<file path="src/rtl/tile_cursor_if.sv">
// tile_cursor_if: key-event inputs and cursor-position outputs of the
// tile cursor controller. The master side produces key events and consumes
// the position; the slave side is the controller itself.
interface tile_cursor_if #(
    parameter int HW = 4,
    parameter int VW = 4
);
    logic          key_valid;
    logic [8:0]    key_code;
    logic          key_make;
    logic [HW-1:0] cur_h;
    logic [VW-1:0] cur_v;
    logic          move_pulse;
    logic [2:0]    held_dir;

    modport master (
        output key_valid, key_code, key_make,
        input  cur_h, cur_v, move_pulse, held_dir
    );

    modport slave (
        input  key_valid, key_code, key_make,
        output cur_h, cur_v, move_pulse, held_dir
    );
endinterface

</file>
<file path="src/rtl/tile_cursor_ctrl.sv">
// tile_cursor_ctrl: keypad-driven cursor for the VGA tile grid.
// Decodes PS/2 keypad make/break events (left 69, right 7A, up 72, down 73,
// home 6C; extended codes ignored) into single-tile moves, with auto-repeat
// after FIRST_DELAY cycles and then every REPEAT_PERIOD cycles while held.
// Moves clamp at the grid edges; define CURSOR_WRAP_EN to make them wrap.
// All outputs are registered.
module tile_cursor_ctrl #(
    parameter int H_TILES       = 10,
    parameter int V_TILES       = 6,
    parameter int HW            = 4,
    parameter int VW            = 4,
    parameter int CW            = 28,
    parameter int FIRST_DELAY   = 50000000,
    parameter int REPEAT_PERIOD = 10000000
) (
    input logic         clk,
    input logic         rst,
    tile_cursor_if.slave bus
);

    typedef enum logic [1:0] {
        ST_IDLE   = 2'd0,
        ST_FIRST  = 2'd1,
        ST_REPEAT = 2'd2
    } state_e;

    typedef enum logic [2:0] {
        DIR_NONE  = 3'd0,
        DIR_LEFT  = 3'd1,
        DIR_RIGHT = 3'd2,
        DIR_UP    = 3'd3,
        DIR_DOWN  = 3'd4
    } dir_e;

    // Last legal column/row, held in the position width so the edge test
    // never needs an extra carry bit even when the grid fills 2^HW / 2^VW.
    localparam logic [HW-1:0] H_LAST  = HW'(H_TILES - 1);
    localparam logic [VW-1:0] V_LAST  = VW'(V_TILES - 1);
    localparam logic [CW-1:0] FD_LAST = CW'(FIRST_DELAY - 1);
    localparam logic [CW-1:0] RP_LAST = CW'(REPEAT_PERIOD - 1);

    state_e        state_q, state_d;
    dir_e          held_q, held_d;
    logic [CW-1:0] cnt_q, cnt_d;
    logic [HW-1:0] cur_h_q, cur_h_d;
    logic [VW-1:0] cur_v_q, cur_v_d;
    logic          pulse_q, pulse_d;

    dir_e          ev_dir;
    logic          ev_home_code;
    logic          ev_dir_make;
    logic          ev_home_make;
    logic          ev_release;

    // One tile of horizontal motion from the registered column.
    function automatic logic [HW-1:0] step_col(input logic [HW-1:0] h, input dir_e d);
        step_col = h;
        if (d == DIR_LEFT) begin
`ifdef CURSOR_WRAP_EN
            step_col = (h == '0) ? H_LAST : h - HW'(1);
`else
            step_col = (h == '0) ? h : h - HW'(1);
`endif
        end else if (d == DIR_RIGHT) begin
`ifdef CURSOR_WRAP_EN
            step_col = (h == H_LAST) ? '0 : h + HW'(1);
`else
            step_col = (h == H_LAST) ? h : h + HW'(1);
`endif
        end
    endfunction

    // One tile of vertical motion from the registered row.
    function automatic logic [VW-1:0] step_row(input logic [VW-1:0] v, input dir_e d);
        step_row = v;
        if (d == DIR_UP) begin
`ifdef CURSOR_WRAP_EN
            step_row = (v == '0) ? V_LAST : v - VW'(1);
`else
            step_row = (v == '0) ? v : v - VW'(1);
`endif
        end else if (d == DIR_DOWN) begin
`ifdef CURSOR_WRAP_EN
            step_row = (v == V_LAST) ? '0 : v + VW'(1);
`else
            step_row = (v == V_LAST) ? v : v + VW'(1);
`endif
        end
    endfunction

    // Decode the incoming event into a direction / home / release of the held key.
    always_comb begin
        // NOTE: every combinational output gets a default first so no path
        // leaves it unassigned, which would otherwise infer a latch.
        ev_dir       = DIR_NONE;
        ev_home_code = 1'b0;
        case (bus.key_code[7:0])
            8'h69:   ev_dir = DIR_LEFT;
            8'h7A:   ev_dir = DIR_RIGHT;
            8'h72:   ev_dir = DIR_UP;
            8'h73:   ev_dir = DIR_DOWN;
            8'h6C:   ev_home_code = 1'b1;
            default: ;
        endcase
        ev_dir_make  = bus.key_valid && !bus.key_code[8] && bus.key_make && (ev_dir != DIR_NONE);
        ev_home_make = bus.key_valid && !bus.key_code[8] && bus.key_make && ev_home_code;
        ev_release   = bus.key_valid && !bus.key_code[8] && !bus.key_make &&
                       (ev_dir != DIR_NONE) && (ev_dir == held_q);
    end

    // Next-state logic: key events take priority over the repeat timer.
    always_comb begin
        dir_e step_dir;
        logic do_step;

        state_d  = state_q;
        held_d   = held_q;
        cnt_d    = cnt_q;
        cur_h_d  = cur_h_q;
        cur_v_d  = cur_v_q;
        pulse_d  = 1'b0;
        step_dir = DIR_NONE;
        do_step  = 1'b0;

        if (ev_dir_make) begin
            step_dir = ev_dir;
            do_step  = 1'b1;
            held_d   = ev_dir;
            cnt_d    = '0;
            state_d  = ST_FIRST;
        end else if (ev_home_make) begin
            cur_h_d = '0;
            cur_v_d = '0;
            pulse_d = (cur_h_q != '0) || (cur_v_q != '0);
            held_d  = DIR_NONE;
            cnt_d   = '0;
            state_d = ST_IDLE;
        end else if (ev_release) begin
            held_d  = DIR_NONE;
            cnt_d   = '0;
            state_d = ST_IDLE;
        end else begin
            case (state_q)
                ST_FIRST: begin
                    if (cnt_q == FD_LAST) begin
                        step_dir = held_q;
                        do_step  = 1'b1;
                        cnt_d    = '0;
                        state_d  = ST_REPEAT;
                    end else begin
                        cnt_d = cnt_q + CW'(1);
                    end
                end
                ST_REPEAT: begin
                    if (cnt_q == RP_LAST) begin
                        step_dir = held_q;
                        do_step  = 1'b1;
                        cnt_d    = '0;
                    end else begin
                        cnt_d = cnt_q + CW'(1);
                    end
                end
                default: ;
            endcase
        end

        // A clamped move leaves the position alone and so raises no pulse.
        if (do_step) begin
            cur_h_d = step_col(cur_h_q, step_dir);
            cur_v_d = step_row(cur_v_q, step_dir);
            pulse_d = (cur_h_d != cur_h_q) || (cur_v_d != cur_v_q);
        end
    end

    // State, timer and registered outputs; rst wins over any key event.
    always_ff @(posedge clk) begin
        // NOTE: sequential state uses non-blocking assignments so every
        // register samples the pre-edge values, independent of statement order.
        if (rst) begin
            state_q <= ST_IDLE;
            held_q  <= DIR_NONE;
            cnt_q   <= '0;
            cur_h_q <= '0;
            cur_v_q <= '0;
            pulse_q <= 1'b0;
        end else begin
            state_q <= state_d;
            held_q  <= held_d;
            cnt_q   <= cnt_d;
            cur_h_q <= cur_h_d;
            cur_v_q <= cur_v_d;
            pulse_q <= pulse_d;
        end
    end

    assign bus.cur_h      = cur_h_q;
    assign bus.cur_v      = cur_v_q;
    assign bus.move_pulse = pulse_q;
    assign bus.held_dir   = held_q;

endmodule

</file>
<file path="src/flat_wrapper.sv">
// flat-port wrapper written by rule: the top's interface ports become plain ports
module tile_cursor_ctrl_flat 
#(
    parameter int H_TILES       = 10,
    parameter int V_TILES       = 6,
    parameter int HW            = 4,
    parameter int VW            = 4,
    parameter int CW            = 28,
    parameter int FIRST_DELAY   = 50000000,
    parameter int REPEAT_PERIOD = 10000000
)
  (clk, rst, bus_key_valid, bus_key_code, bus_key_make, bus_cur_h, bus_cur_v, bus_move_pulse, bus_held_dir);
  tile_cursor_if #(.HW(HW), .VW(VW)) bus_i ();
  input logic clk;
  input logic rst;
  input wire logic [$bits(bus_i.key_valid)-1:0] bus_key_valid;
  input wire logic [$bits(bus_i.key_code)-1:0] bus_key_code;
  input wire logic [$bits(bus_i.key_make)-1:0] bus_key_make;
  output wire logic [$bits(bus_i.cur_h)-1:0] bus_cur_h;
  output wire logic [$bits(bus_i.cur_v)-1:0] bus_cur_v;
  output wire logic [$bits(bus_i.move_pulse)-1:0] bus_move_pulse;
  output wire logic [$bits(bus_i.held_dir)-1:0] bus_held_dir;
  assign bus_i.key_valid = bus_key_valid;
  assign bus_i.key_code = bus_key_code;
  assign bus_i.key_make = bus_key_make;
  assign bus_cur_h = bus_i.cur_h;
  assign bus_cur_v = bus_i.cur_v;
  assign bus_move_pulse = bus_i.move_pulse;
  assign bus_held_dir = bus_i.held_dir;
  tile_cursor_ctrl #(.H_TILES(H_TILES), .V_TILES(V_TILES), .HW(HW), .VW(VW), .CW(CW), .FIRST_DELAY(FIRST_DELAY), .REPEAT_PERIOD(REPEAT_PERIOD)) u_core (.clk(clk), .rst(rst), .bus(bus_i));
endmodule
</file>
<file path="config.mk">
export PLATFORM = sky130hd
export DESIGN_NAME = tile_cursor_ctrl_flat
export DESIGN_NICKNAME = d
export VERILOG_FILES = /design/src/rtl/tile_cursor_if.sv /design/src/rtl/tile_cursor_ctrl.sv /design/src/flat_wrapper.sv
export SDC_FILE = /design/constraint.sdc
export NUM_CORES = 1
export LEC_CHECK = 0
export ABC_AREA = 1
export CAP_MARGIN = 40
export CELL_PAD_IN_SITES_DETAIL_PLACEMENT = 0
export CELL_PAD_IN_SITES_GLOBAL_PLACEMENT = 2
export CORE_MARGIN = 5
export CORE_UTILIZATION = 30
export CTS_BUF_LIST = sky130_fd_sc_hd__clkbuf_8
export DETAILED_ROUTE_END_ITERATION = 8
export PLACE_DENSITY_LB_ADDON = 0.1
export SKIP_LAST_GASP = 1
export SLEW_MARGIN = 20
export SYNTH_ARGS = -nofsm -noshare
export SYNTH_HDL_FRONTEND = slang
export SYNTH_SLANG_ARGS = --single-unit
</file>
<file path="constraint.sdc">
create_clock -name clk -period 2.3 [get_ports clk]
set_clock_uncertainty 0.05 [all_clocks]
set_input_delay 0.46 -clock clk [delete_from_list [all_inputs] [get_ports clk]]
set_output_delay 0.46 -clock clk [all_outputs]
set_load 0.05 [all_outputs]
</file>
After elaboration in Yosys (flattened, before gate mapping)
Index checks and enable logic that the tools add are counted.

storage, ports and cells
  flip-flop bits (word level) = 42
  latch bits = 0
  memory bits (writable) = 0
  memory bits (read-only) = 0
  input bits = 13
  output and inout port bits = 12
  logic and storage cells = 98
  memories = 0

cells by class
  $add $sub $neg = 5
  multipliers = 0
  divide/modulo/power cells = 0
  order comparisons = 0
  equality and inequality tests = 19
  shift operators = 0
  mux-type cells = 42
  bitwise logic cells = 0
  reductions and logical operators = 25

operators with widths
  operator                                               count
  2-to-1 mux 28 bit                                      2
  2-to-1 mux 4 bit                                       14
  case mux 28 bit (2 select lines)                       1
  equality test 8 x 7 -> 1 bit, second input constant    5
  adder 28 x 1 -> 28 bit, second input constant          1
  equality test 28 x 24 -> 1 bit, second input constant  1
  equality test 28 x 26 -> 1 bit, second input constant  1
  2-to-1 mux 3 bit                                       8
  nonzero test 4 bit                                     4
  2-to-1 mux 1 bit                                       14
  case mux 3 bit (4 select lines)                        1
  adder 4 x 1 -> 4 bit, second input constant            2
  zero test 4 bit                                        2
  inequality test 4 bit                                  2
  subtractor 4 x 1 -> 4 bit, second input constant       2
  logical AND 1 bit                                      7
  equality test 3 x 2 -> 1 bit, second input constant    2
  case mux 3 bit (2 select lines)                        1
  AND reduction 2 bit                                    3
  nonzero test 3 bit                                     2
  equality test 4 x 3 -> 1 bit, second input constant    1
  equality test 4 bit, second input constant             1
  nonzero test 2 bit                                     2
  OR reduction 4 bit                                     1
  other kinds (9)                                        11

Longest topological paths before layout
Gate-level depths: netlist (run 1).

  depth in word-level cells = 15
  gate-level depth with buffers = 17
  gate-level depth less buffers = 17

Worst setup path before layout (run 1)
OpenSTA, ideal clock, no wires.

  path kind = reg-to-reg
  start = reg u_core.state_q[0]
  end = reg u_core.cnt_q[27]
  setup time = 0.115 ns
  arrival = 2.011 ns
  data required time = 2.135 ns
  setup slack = 0.125 ns
  stages on the path, launching flop included = 16
  path buffers = 0
  clock period less this slack = 2.175 ns
  cells stage by stage = dfxtp_1 -> inv_1 -> ha_1 -> inv_1 -> nand3_1 -> nor2_2 -> nand2_1 -> nor2_2 -> inv_2 -> nor3_2 -> nand3_1 -> nor2_2 -> nand2_2 -> nor3_2 -> a31oi_1 -> o21a_1

between the ends
  word-level cells in the longest chain between the ends = 2
  elaborated cells between the ends (all ways) = 4
  those cells by class = 2 x eq/ne; 1 x mux; 1 x reduce/logical

RTL lines
  item                                                                           RTL line                 text
  start: declaration                                                             tile_cursor_ctrl.sv:42   state_e state_q, state_d;
  start signal: assignment                                                       tile_cursor_ctrl.sv:187  state_q <= state_d;
  equality test 2 bit / equality test 2 x 1 -> 1 bit (equally long branches)     tile_cursor_ctrl.sv:143  case (state_q)
  case mux 28 bit (2 select lines) / nonzero test 2 bit (equally long branches)  --
  end signal: assignment                                                         tile_cursor_ctrl.sv:189  cnt_q <= cnt_d;
  end: declaration                                                               tile_cursor_ctrl.sv:44   logic [CW-1:0] cnt_q, cnt_d;

Several ways; a longest one is shown, not always the timed one.
A chain may end at the register's enable or synchronous reset.

Worst setup path in the final report (run 1)
  start = in bus_key_code[3]
  end = reg u_core.cur_v_q[1], in the netlist u_core.bus.cur_v[1]

between the ends
  word-level cells in the longest chain between the ends = 13
  elaborated cells between the ends (all ways) = 28
  those cells by class = 9 x eq/ne; 12 x mux; 7 x reduce/logical

RTL lines
  item                             RTL line                                          text
  start: declaration               flat_wrapper.sv:17                                input wire logic [$bits(bus_i.key_code)-1:0] bus_key_code;
  equality test 8 x 7 -> 1 bit     tile_cursor_ctrl.sv:97                            case (bus.key_code[7:0])
  case mux 3 bit (4 select lines)  tile_cursor_ctrl.sv:97
  nonzero test 3 bit               tile_cursor_ctrl.sv:105, tile_cursor_ctrl.sv:108
  logical AND 1 bit                tile_cursor_ctrl.sv:107                           ev_release = bus.key_valid && !bus.key_code[8] && !bus.key_make &&
  logical AND 1 bit                tile_cursor_ctrl.sv:108                           (ev_dir != DIR_NONE) && (ev_dir == held_q);
  2-to-1 mux 3 bit                 tile_cursor_ctrl.sv:138                           end else if (ev_release) begin
  2-to-1 mux 3 bit                 tile_cursor_ctrl.sv:131                           end else if (ev_home_make) begin
  2-to-1 mux 3 bit                 tile_cursor_ctrl.sv:125                           if (ev_dir_make) begin
  equality test 3 bit              tile_cursor_ctrl.sv:82                            end else if (d == DIR_DOWN) begin
  2-to-1 mux 4 bit                 tile_cursor_ctrl.sv:82
  2-to-1 mux 4 bit                 tile_cursor_ctrl.sv:76                            if (d == DIR_UP) begin
  2-to-1 mux 4 bit (2 in a row)    tile_cursor_ctrl.sv:168                           if (do_step) begin
  end signal: assignment           tile_cursor_ctrl.sv:191                           cur_v_q <= cur_v_d;
  end: declaration                 tile_cursor_ctrl.sv:46                            logic [VW-1:0] cur_v_q, cur_v_d;

Several ways; a longest one is shown, not always the timed one. The select of a mux whose other input is x is not followed.

==> results.cfg, run 1 <==
[critical_path]
timing.rr.end = u_core.bus.cur_h[1]$_SDFFE_PP0P_
critPathLaunch = bus_key_code[3]
r2r_depth = 16
timing.rr.start = u_core.cnt_q[0]$_SDFFE_PP0N_
startpoint_types = primary input
cp_max_fo = 5
path_class = primary input to flip-flop
setup.reg_to_reg.worst_slack_ps = 80
arrival_ps = 2450
crit_required_ps = 2510
setup_crit_end_kind = flip-flop

[clock_network]
cts_max_level = 2
clock_path_buffers = 2
cts_buffers = 5
clock_sinks = 42
cts_tree = yes
clock_tree_root_driver_cell = sky130_fd_sc_hd__clkbuf_8
clkTransAtPathRegs_ps = 90
clock_insertion_delay_worst_skew_ps = 310

[die]
num_rows = 38
fp.coreArea_sq_um = 10800
die_w_um = 115
io_pins = 25
floorplan.die_area_sq_um = 13300
floorplan.initialDensity_pct = 30.6
die_y_um = 115

[logic_synthesis]
synth_top_cells_by_area = sky130_fd_sc_hd__dfxtp_1 25%, sky130_fd_sc_hd__nand2_1 12%, sky130_fd_sc_hd__nand3_1 7.7%, sky130_fd_sc_hd__inv_1 7.0%, sky130_fd_sc_hd__nor2_1 6.1%
syn_inst = 511
syn_area_sq_um = 3320
synth-seq-cells = 42
yosys_top_cell_by_area = sky130_fd_sc_hd__dfxtp_1
synth_cell_types = 42
synth_top_area_share_pct = 25.3
synth_ff_type = sky130_fd_sc_hd__dfxtp_1
async_flop_share_pct = 0
yosysMostFrequentCell = sky130_fd_sc_hd__nand2_1
number_of_flops_mapped_to_enable_cells_by_yosys = 0
synth_nets = 533
synth-seq-area-share_pct = 25.3
syn_avg_cell_area_sq_um = 6.50
ys_warn_count = 0
netlist_top_cells_count = 105 x sky130_fd_sc_hd__nand2_1, 62 x sky130_fd_sc_hd__inv_1, 54 x sky130_fd_sc_hd__nor2_1, 51 x sky130_fd_sc_hd__nand3_1, 42 x sky130_fd_sc_hd__dfxtp_1

[global_route]
first_global_vias = 3600
grt_usage_pct = 16.2
grt-ovfl-total = 0
grt_first_pass_wirelength_um = 17200
grt_max_degree = 17
antenna_violations_before_repair = 0

[placement]
placed_cells_incl_taps = 745
place_congestion = 0.863
io_buffers = 24
detailedPlacementHpwl_um = 7900
placedInstanceArea_sq_um = 4290

[finish]
layoutNonFillerInstCount = 777
final_cell_area_sq_um = 4950
post_route_cells_drive_above_1_share_pct = 38.9
design.final.nets = 658
area.growth.synth_to_final_pct = 49.1
insertedDiodeCount = 0

[sta]
finalMaxSlewViolations = 0
finalCriticalPeriod_ps = 2250
post-route-period-util_pct = 97.8
tightestPinTransition_ps = 508
worst_slew_margin_rel_pct = 66.0
grt_setup_unrepaired = true
final-hold-violation-count = 0
max_freq_mhz = 445
report.final.setup_viol = 0
fin_worst_hold_slack_ps = 455

[route]
postRouteAntennaNets = 0
detailed_route_via_count = 3693
totalWireLength_um = 10300
route.detailed.wl_per_inst_um = 13.3
drt_iter0_drc = 132
drt-vias-per-instance = 4.75
detail_route.first_pass.iterations = 4
drc = 0

[run]
max_cap_viol_count = 0

[worst_hold_path]
worstHoldStart = u_core.state_q[1]$_SDFFE_PP0P_
whs_endpoint = u_core.state_q[1]$_SDFFE_PP0P_
min_path_cells = 2
worstHoldPathType = flip-flop to flip-flop

[power_and_ir_drop]
finalPower_uw = 1360
worst_ir_drop_vdd_uv = 202
static-leakage-power_uw = 0.00204
p_per_area_nw_per_um2 = 274

[outcome]
outcome = completed
==> sequential cells by signal (all words and copies together), names as in the netlist <==
signal,flops
u_core.cnt_q,28
u_core.bus.held_dir,3
u_core.bus.cur_h,4
u_core.state_q,2
u_core.bus.move_pulse,1
u_core.bus.cur_v,4
==> per-layer routing <==
| metal | global-route usage [%] | up-vias | routed length, um |
|---|---|---|---|
| met1 | 23.0 | 1692 | 5400 |
| met5 | 0 | - | 0 |
| met2 | 24.9 | 48 | 4450 |
| met3 | 2.84 | 13 | 301 |
| li1 | - | 1940 | - |
| met4 | 5.16 | 0 | 187 |
==> cells by family (layout without fill, tap and decap cells) <==
logic type	after synthesis	in the layout	share of synthesized area [%]
and+or+nand+nor	321	321	49.8
buffers and inverters	79	205	9.27
AOI/OAI and AO/OA	47	47	8.78
DFF	42	42	25.3
xor gates and xnor gates	13	13	3.43
adders and majority gates	9	9	3.39
==> final cells by class <==
cell class | instances | area [sq um]
fillers | 1122 | 5890
multi-input cells | 390 | 2550
repair buffers | 125 | 1010
flip-flops and latches | 42 | 848
inverters | 72 | 273
well taps | 140 | 175
clock buffers | 6 | 82.6
clock inverters | 2 | 8.76
==> layout by cell type (no fill, tap or decap), types with 3 or more instances in the layout <==
cell                              netlist  layout
sky130_fd_sc_hd__nor3_2                 2       8
sky130_fd_sc_hd__clkbuf_2               0       4
sky130_fd_sc_hd__nand4_1               26      26
sky130_fd_sc_hd__xor2_1                12      12
sky130_fd_sc_hd__a21oi_2                0       4
sky130_fd_sc_hd__clkdlybuf4s50_1        0      13
sky130_fd_sc_hd__nand3_2                5      14
sky130_fd_sc_hd__o21ai_0                7       7
sky130_fd_sc_hd__dfxtp_2                0       6
sky130_fd_sc_hd__nand3_1               51      39
sky130_fd_sc_hd__nor3_4                 0       3
sky130_fd_sc_hd__nand2_4                2       8
sky130_fd_sc_hd__nor2_2                10      12
sky130_fd_sc_hd__o211ai_1               4       4
sky130_fd_sc_hd__buf_6                  1       4
sky130_fd_sc_hd__nand2_1              105      89
sky130_fd_sc_hd__nor2_1                54      40
sky130_fd_sc_hd__ha_1                   9       7
sky130_fd_sc_hd__inv_2                  9      16
sky130_fd_sc_hd__nor4_1                 4       4
sky130_fd_sc_hd__a21oi_1               23      19
sky130_fd_sc_hd__dlygate4sd2_1          0       5
sky130_fd_sc_hd__nor3b_1                4       3
sky130_fd_sc_hd__inv_1                 62      56
sky130_fd_sc_hd__nor2_4                 7      19
sky130_fd_sc_hd__nand2_2               15      25
sky130_fd_sc_hd__nor3_1                25      16
sky130_fd_sc_hd__dfxtp_1               42      36
sky130_fd_sc_hd__clkbuf_8               0       6
sky130_fd_sc_hd__nand3_4                2       5
sky130_fd_sc_hd__buf_4                  0      95
==> report_power, final <==
group	leakage (uW)	internal [uW]	switching (uW)	total [uW]
Combinational	0.00164	47.6	57.1	105
Sequential	0.000341	726	0.121	726
Clock	0.0000524	239	288	527
Total	0.00204	1010	345	1360
==> critical path, cell delays in order <==
cell	delay, ps
sky130_fd_sc_hd__dlygate4sd2_1	260
sky130_fd_sc_hd__inv_1	60
sky130_fd_sc_hd__nand2_1	100
sky130_fd_sc_hd__nor2_4	160
sky130_fd_sc_hd__nand2_4	90
sky130_fd_sc_hd__nand2_4	100
sky130_fd_sc_hd__nor2_8	50
sky130_fd_sc_hd__nor2_4	140
sky130_fd_sc_hd__nand3_4	120
sky130_fd_sc_hd__nand3_4	150
sky130_fd_sc_hd__o21bai_4	80
sky130_fd_sc_hd__buf_6	120
sky130_fd_sc_hd__nor2_4	150
sky130_fd_sc_hd__nand4_1	100
sky130_fd_sc_hd__nand3_1	90
sky130_fd_sc_hd__nand3_1	90
sky130_fd_sc_hd__a21oi_2	140
==> metrics by stage <==
stage | util [%] | setup TNS [ps] | worst slack, ps
final | 45.7 | 0 | 51.1
after global routing | 45.7 | -952 | -122
after CTS | 42.6 | -2.73 | -2.73
after detailed placement | 39.6 | -14730 | -589
after global placement | 39.6 | -13850 | -552
after floorplan | - | 0 | 125
==> how the worst max path moves through the flow <==
| stage | to | slack, ps | cells past startpoint |
|---|---|---|---|
| floorplan | u_core.cnt_q[27]$_SDFFE_PP0N_ | 120 | 15 |
| global placement | u_core.bus.move_pulse$_SDFF_PP0_ | -550 | 18 |
| detailed placement | u_core.bus.cur_h[2]$_SDFFE_PP0P_ | -590 | 14 |
| CTS | u_core.bus.cur_v[1]$_SDFFE_PP0P_ | -3 | 16 |
| global route | u_core.cnt_q[25]$_SDFFE_PP0N_ | -120 | 14 |
| finish | u_core.bus.cur_v[1]$_SDFFE_PP0P_ | 50 | 17 |
==> timing repair <==
item,CTS,global route
gates resized for setup,44,81
pin swaps,32,36
hold buffers,0,0
endpoints found under the setup margin,22,18
hold endpoints to repair,0,0
buffers inserted,14,10
(Power assumes the default switching activity.)
==> inputs of run 2 (changes only) <==
--- a/config.mk
+++ b/config.mk
@@ -13,6 +13,7 @@
 export CORE_UTILIZATION = 30
 export CTS_BUF_LIST = sky130_fd_sc_hd__clkbuf_8
 export DETAILED_ROUTE_END_ITERATION = 8
+export GPL_TIMING_DRIVEN = 0
 export PLACE_DENSITY_LB_ADDON = 0.1
 export SKIP_LAST_GASP = 1
 export SLEW_MARGIN = 20
==> run 2 against run 1 <==
  * Die area did not move
  * Worst setup slack got worse by 25 ps
  * Sequential power barely moved
  * Maximum frequency fell by 1.1%
  * First-iteration DRC count rose by 21%
  * Critical endpoint is now bus_held_dir[0]
  * Cell count fell by 5.4%
==> results.cfg, run 2 (synthesized netlist as in run 1, its figures left out) <==
[sta]
grt_setup_unrepaired = true
final-hold-violation-count = 0
report.final.setup_viol = 0
max_freq_mhz = 440
finalCriticalPeriod_ps = 2270
tightestPinTransition_ps = 580
layout_setup_ws_ps = 26.1
post-route-period-util_pct = 98.9
finalMaxSlewViolations = 0
worst_slew_margin_rel_pct = 61.0
totalNegativeSetupSlack_ps = 0

[global_route]
grt-ovfl-total = 0
grt_first_pass_wirelength_um = 16700
antenna_violations_before_repair = 0
grt_max_degree = 14
grt_usage_pct = 15.6
first_global_vias = 3397

[die]
die_y_um = 115
fp.coreArea_sq_um = 10800
floorplan.die_area_sq_um = 13300
io_pins = 25
die_w_um = 115
floorplan.initialDensity_pct = 30.6
num_rows = 38

[route]
postRouteAntennaNets = 0
totalWireLength_um = 10300
route.detailed.wl_per_inst_um = 14.0
detail_route.first_pass.iterations = 4
drt-vias-per-instance = 4.84
drc = 0
detailed_route_via_count = 3558
drt_iter0_drc = 160

[finish]
insertedDiodeCount = 0
flip_flop_count_of_the_largest_register_after_layout = 28
seq_area_sq_um = 862
design.final.nets = 616
top_register = u_core.cnt_q
area.growth.synth_to_final_pct = 42.2
mostFrequentLayoutCells = 84 x sky130_fd_sc_hd__nand2_1, 55 x sky130_fd_sc_hd__inv_1, 50 x sky130_fd_sc_hd__buf_4, 40 x sky130_fd_sc_hd__nand3_1, 36 x sky130_fd_sc_hd__nor2_1
post_route_cells_drive_above_1_share_pct = 36.8
mostFrequentLayoutCell = sky130_fd_sc_hd__nand2_1
layout_filler_cell_count = 1154
multiInputGateArea_sq_um = 2640

[clock_network]
cts_tree = yes
clock_sinks = 42
cts_hold_repair.buffers = 0
clock_path_buffers = 2
cts_max_level = 2
clock_tree_root_driver_cell = sky130_fd_sc_hd__clkbuf_8
clkTransAtPathRegs_ps = 80
cts_buffers = 5
clock_insertion_delay_worst_skew_ps = 310

[critical_path]
critical_path.n_buffers_inverters = 1
critPathMaxStageDelay_ps = 890
startpoint_types = flip-flop
cp_cell_sequence = clkdlybuf4s50_1
cp_max_fo = 7
crit_required_ps = 1790
crit_family = buffers and inverters
crit_path_top_delay_cell = sky130_fd_sc_hd__clkdlybuf4s50_1
arrival_ps = 1760
setup_crit_end_kind = output pin
path_class = flip-flop to output pin

[power_and_ir_drop]
static-leakage-power_uw = 0.00190
finalPower_uw = 1320
p_per_area_nw_per_um2 = 279
worst_ir_drop_vdd_uv = 187

[placement]
detailedPlacementHpwl_um = 7480
post-place-ws_ps = -787
io_buffers = 24
place_congestion = 0.816

[outcome]
outcome = completed

[run]
max_cap_viol_count = 0

[worst_hold_path]
worstHoldPathType = flip-flop to flip-flop
[run 2: cell count changes in the layout (fill, tap and decap cells not counted), moves of 3 or more]
| cell | before | now |
|---|---|---|
| sky130_fd_sc_hd__buf_4 | 95 | 50 |
| sky130_fd_sc_hd__dfxtp_1 | 36 | 29 |
| sky130_fd_sc_hd__dfxtp_2 | 6 | 11 |
| sky130_fd_sc_hd__nand2_1 | 89 | 84 |
| sky130_fd_sc_hd__nand3_2 | 14 | 9 |
| sky130_fd_sc_hd__nand2_4 | 8 | 12 |
| sky130_fd_sc_hd__nand3_4 | 5 | 9 |
| sky130_fd_sc_hd__nor2_1 | 40 | 36 |
| sky130_fd_sc_hd__nor2_2 | 12 | 16 |
| sky130_fd_sc_hd__nor3_4 | 3 | 7 |
| sky130_fd_sc_hd__clkbuf_1 | 0 | 3 |
| sky130_fd_sc_hd__dlygate4sd2_1 | 5 | 2 |
| sky130_fd_sc_hd__dlymetal6s2s_1 | 0 | 3 |
| sky130_fd_sc_hd__nor3_2 | 8 | 5 |
[run 2: power by group]
group | switching, uW | internal [uW] | leakage (uW)
registers | 0.208 | 724 | 0.000345
logic | 60.1 | 38.3 | 0.00151
clock network | 284 | 210 | 0.0000493
total | 344 | 973 | 0.00190
[run 2: routing by layer]
metal	routed length [um]	global-route usage (%)	share of wire, %	up-vias
met5	0	0	0	-
met2	4580	24.0	44	51
met1	5300	22.9	51	1642
li1	-	-	-	1858
met3	298	2.37	2.9	7
met4	122	3.68	1.2	0
[run 2: area by class of cell]
type                       count  area share (%)
clock buffer                   5            1.46
sequential                    42            18.3
buffer                         7            1.03
clock inverter                 3           0.371
multi-input combinational    390            55.9
inverter                      72            5.94
tap                          140            3.71
timing repair buffer          76            13.3
[run 2: repair_timing]
action	4_1_cts	5_1_grt
buffers inserted	23	30
cloned	0	0
endpoints found under the setup margin	39	37
pin swaps	25	44
gates resized for setup	69	95
[run 2: worst paths after layout]
kind | depth (start not counted) | slack [ps] | startpoint | endpoint
setup / recovery | 1 | 30 | u_core.bus.held_dir[0]$_SDFFE_PP0P_ | bus_held_dir[0]
hold reg to reg | 1 | 450 | u_core.cnt_q[27]$_SDFFE_PP0N_ | u_core.cnt_q[27]$_SDFFE_PP0N_
hold / removal | 1 | 450 | u_core.cnt_q[27]$_SDFFE_PP0N_ | u_core.cnt_q[27]$_SDFFE_PP0N_
setup reg to reg | 15 | 60 | u_core.cnt_q[1]$_SDFFE_PP0N_ | u_core.bus.cur_h[3]$_SDFFE_PP0P_
[run 2: metrics by stage]
stage / cells / instance area, sq um / hold slack [ps] / utilization, %
2_1_floorplan: 511 / 3320 / 403 / -
3_3_place_gp: 675 / 3730 / 419 / 34.5
3_5_place_dp: 675 / 3730 / 430 / 34.5
4_1_cts: 706 / 4240 / 436 / 39.1
5_1_grt: 735 / 4720 / 476 / 43.5
6_report: 735 / 4720 / 454 / 43.5
